$ cat config.mk
export PLATFORM = sky130hd
export DESIGN_NAME = int_ctrl8
export DESIGN_NICKNAME = d
export VERILOG_FILES = /design/src/rtl/int_ctrl8.sv
export SDC_FILE = /design/constraint.sdc
export NUM_CORES = 1
export LEC_CHECK = 0
export BUFFER_PORTS_ARGS = -buffer_cell sky130_fd_sc_hd__buf_2
export CORE_ASPECT_RATIO = 0.9
export CORE_MARGIN = 3
export CORE_UTILIZATION = 40
export CTS_CLUSTER_SIZE = 40
export DETAILED_ROUTE_END_ITERATION = 12
export GPL_ROUTABILITY_DRIVEN = 0
export RECOVER_POWER = 100
export SLEW_MARGIN = 0
export SYNTH_ARGS = -nofsm -noshare
export SYNTH_HDL_FRONTEND = slang
export SYNTH_SLANG_ARGS = --single-unit
$ cat constraint.sdc
create_clock -name clk -period 1.3 [get_ports clk]
set_clock_uncertainty 0.05 [all_clocks]
set_input_delay 0.13 -clock clk [delete_from_list [all_inputs] [get_ports clk]]
set_output_delay 0.13 -clock clk [all_outputs]
set_load 0.01 [all_outputs]
$ cat src/rtl/int_ctrl8.sv
// int_ctrl8: 8-line active-low interrupt controller with fixed priority, ack timeout and single-level service.
module int_ctrl8 #(
    parameter int ACK_TIMEOUT = 15
) (
    input  logic       clk,
    input  logic       rst,
    input  logic [7:0] iReq,
    input  logic [7:0] iMask,
    input  logic       iAck,
    input  logic       iEOI,
    output logic       oIrq,
    output logic [2:0] oVec,
    output logic       oBusy,
    output logic       oTmo
);
    localparam logic [1:0] IDLE  = 2'd0;
    localparam logic [1:0] PEND  = 2'd1;
    localparam logic [1:0] SERVE = 2'd2;
    localparam logic [7:0] CNT_LAST = 8'(ACK_TIMEOUT - 1);

    logic [1:0] state_q, state_d;
    logic [7:0] pend_q, pend_d;
    logic [7:0] cnt_q, cnt_d;
    logic       irq_q, irq_d;
    logic [2:0] vec_q, vec_d;
    logic       busy_q, busy_d;
    logic       tmo_q, tmo_d;
    logic [7:0] elig;
    logic [2:0] win;
    logic       win_vld;

    always_comb begin
        elig    = pend_q & ~iMask;
        win     = 3'd0;
        win_vld = 1'b0;
        for (int i = 0; i < 8; i++) begin
            if (elig[i]) begin
                win     = 3'(i);
                win_vld = 1'b1;
            end
        end
    end

    always_comb begin
        state_d = state_q;
        pend_d  = pend_q | ~iReq;
        cnt_d   = cnt_q;
        irq_d   = irq_q;
        vec_d   = vec_q;
        busy_d  = busy_q;
        tmo_d   = 1'b0;
        case (state_q)
            IDLE: begin
                if (win_vld) begin
                    state_d = PEND;
                    irq_d   = 1'b1;
                    vec_d   = win;
                    cnt_d   = 8'd0;
                end
            end
            PEND: begin
                // the acknowledge clear beats a still-low request on the same edge
                if (iAck) begin
                    state_d        = SERVE;
                    irq_d          = 1'b0;
                    busy_d         = 1'b1;
                    pend_d[vec_q]  = 1'b0;
                end else if (cnt_q == CNT_LAST) begin
                    state_d = IDLE;
                    irq_d   = 1'b0;
                    tmo_d   = 1'b1;
                end else begin
                    cnt_d = cnt_q + 8'd1;
                end
            end
            SERVE: begin
                if (iEOI) begin
                    state_d = IDLE;
                    busy_d  = 1'b0;
                end
            end
            default: state_d = IDLE;
        endcase
    end

    always_ff @(posedge clk) begin
        if (rst) begin
            state_q <= IDLE;
            pend_q  <= 8'h00;
            cnt_q   <= 8'd0;
            irq_q   <= 1'b0;
            vec_q   <= 3'd0;
            busy_q  <= 1'b0;
            tmo_q   <= 1'b0;
        end else begin
            state_q <= state_d;
            pend_q  <= pend_d;
            cnt_q   <= cnt_d;
            irq_q   <= irq_d;
            vec_q   <= vec_d;
            busy_q  <= busy_d;
            tmo_q   <= tmo_d;
        end
    end

    assign oIrq  = irq_q;
    assign oVec  = vec_q;
    assign oBusy = busy_q;
    assign oTmo  = tmo_q;
endmodule
==> reports/metrics.csv <==
metric;value;unit
outcome;complete, but fails checks;
violations;setup timing;
p_switching;0.585;mW
peakVddDrop;0.860;mV
worst_slew_pin_slew;0.358;ns
grt_antenna_before_repair;0;
ant_nets;0;
p_sw_share;29.5;%
netlist_instances;135;
crit_required;1.53;ns
seq_area_frac_synth;39.0;%
ys.flop_type;dfxtp_1;
holdWs;0.0216;ns
rows;18;
dp_hpwl;2.35;mm
grt_max_degree;15;
yosys_warnings;0;
path_class;reg2reg;
synth_area_leaders;dfxtp_1, xnor2_1, inv_1;
overflow;0;
synth_most_common_cell;dfxtp_1;
num_vias;1339;
grt_use_total;19.4;%
pin_count;26;
avgSynthCellArea;9.12;µm²
finalHoldViolations;0;
grt_pass1_vias;1259;
nNetsFinal;228;
worst_setup_path_end_kind;register;
clock_tree.root_cell;clkbuf_4;
arrival;1.67;ns
placed_cell_area;0.00160;mm²
cp_max_fo;5;
cellPowerDensity;974;mW/mm²
grt_pass1_wl;5.76;mm
drc_errors;0;
core_area;0.00284;mm²
cts_inserted_buffers;3;
p_leak;0.842;nW
clkTransAtPathRegs;0.14;ns
layout-drive-gt1-share;57.1;%
slew_violations;0;
cts_tree;built;
io_buffers;25;
synthArstFlopShare;0;%
p_clk_share;27.7;%
synth_edf_count;0;
die-width;64.5;µm
finalWorstSetupSlack;-0.133;ns
hold_class;in2reg;
design_area;0.00204;mm²
start_kind;register;
via_per_inst;5.47;
place_ws;-0.154;ns
p_comb_share;29.5;%
cts_buffer_depth;2;
antenna_cells;0;
synth_cell_types;41;
synth_top_area_share;39.0;%
die_area;0.00378;mm²
fmax;698;MHz
die_h;58.6;µm
synth_area;0.00123;mm²
setup_viol;14;
setup_tns;-1.03;ns
clkLatencyLatePin;0.32;ns
yosysTopAreaCell;dfxtp_1;
wirelength;4.14;mm
max-cap-violations;0;
synthTopCellsByCount;dfxtp_1, inv_1, nand2_1, nor3_1;
internal-power;1.40;mW
area_growth;65.4;%
initial_utilization;43.4;%
rsz0062_at_grt;yes;
wl_per_cell;16.9;µm
firstDrtPassIters;4;
seq_power_share;42.8;%
fin_crit_sh;110;%
drt_iter0_drc;78;
relSlewSlack;76.1;%
clkSinkCount;24;
fin_crit;1.43;ns
yosys_register_bits;24;
synth_nets;157;
cts_htree_levels;1;
what timing repair did:
| item | 4_1_cts | 5_1_grt |
|---|---|---|
| resized for setup | 27 | 30 |
| buffers inserted | 11 | 4 |
| pin swaps | 13 | 14 |
| endpoints found under the hold margin | 4 | 0 |
| hold buffers | 4 | 0 |
| endpoints found under the setup margin | 14 | 18 |
| cloned | 0 | 0 |
worst max-delay path, cell delays in order, from the launching register on:
cell      delay [ns]
dfxtp_2         0.36
or3b_4          0.44
o21bai_4        0.23
a31oi_1         0.18
o21a_1          0.13
layer usage:
layer	global-route usage (%)	vias to the layer above	wire length, µm
li1	-	637	-
met1	26.7	651	1980
met2	31.6	39	1920
met3	4.96	12	180
met4	2.71	0	58
met5	0	-	0
power groups by stage:
stage	combinational [mW]	sequential (mW)	clock [mW]
floorplan	0.195	0.857	0
global placement	0.394	0.851	0
detailed placement	0.397	0.854	0
CTS	0.479	0.837	0.553
global route	0.623	0.856	0.584
finish	0.586	0.849	0.550
worst paths after layout:
kind	start	endpoint	depth (start not counted)	slack, ns
worst max-delay path	state_q[1]	oIrq	4	-0.13
worst min-delay path	iEOI	oBusy	4	0.02
worst max register to register	state_q[1]	oIrq	4	-0.13
worst min register to register	oBusy	oBusy	2	0.43
metrics by stage:
stage / util (%) / power, mW / instances
floorplan: - / 1.05 / 135
global placement: 56.2 / 1.25 / 223
detailed placement: 56.2 / 1.25 / 223
CTS: 66.0 / 1.87 / 241
global route: 71.8 / 2.06 / 245
finish: 71.8 / 1.98 / 245
flip-flops by register name, indices dropped and copies added, names as in the netlist:
signal and flops:
cnt_q 8, oBusy 1, oIrq 1, oTmo 1, oVec 3, pend_q 8
state_q 2
cell type report:
cell class	count	area [µm²]
Multi-Input combinational cell	97	911
Fill cell	215	801
Sequential cell	24	503
Timing Repair Buffer	68	475
Tap cell	40	50.0
Inverter	12	45.0
Clock inverter	1	30.0
Clock buffer	3	22.5
logic make-up after synthesis:
logic type      count (synthesis)  synth area share, %
mux                             1                0.915
fa+ha+maj                       2                 2.03
simple gates                   54                 28.0
flops                          24                 39.0
xor+xnor                        7                 4.98
compound gates                 33                 20.6
buf+inv                        14                 4.37
cell usage in the layout, fill, tap and decap left out, types with 4 or more instances in the layout:
cell / count
buf_2: 21
o21ai_0: 5
buf_6: 6
dfxtp_2: 12
dlygate4sd3_1: 4
buf_4: 33
nor2_1: 5
clkbuf_1: 4
nor3_1: 7
nor2b_1: 7
nand2_1: 6
dfxtp_1: 10
xnor2_1: 7
inv_1: 10
a31oi_1: 5
nand2b_4: 6
Note: power is estimated with default switching activity, not from simulation.
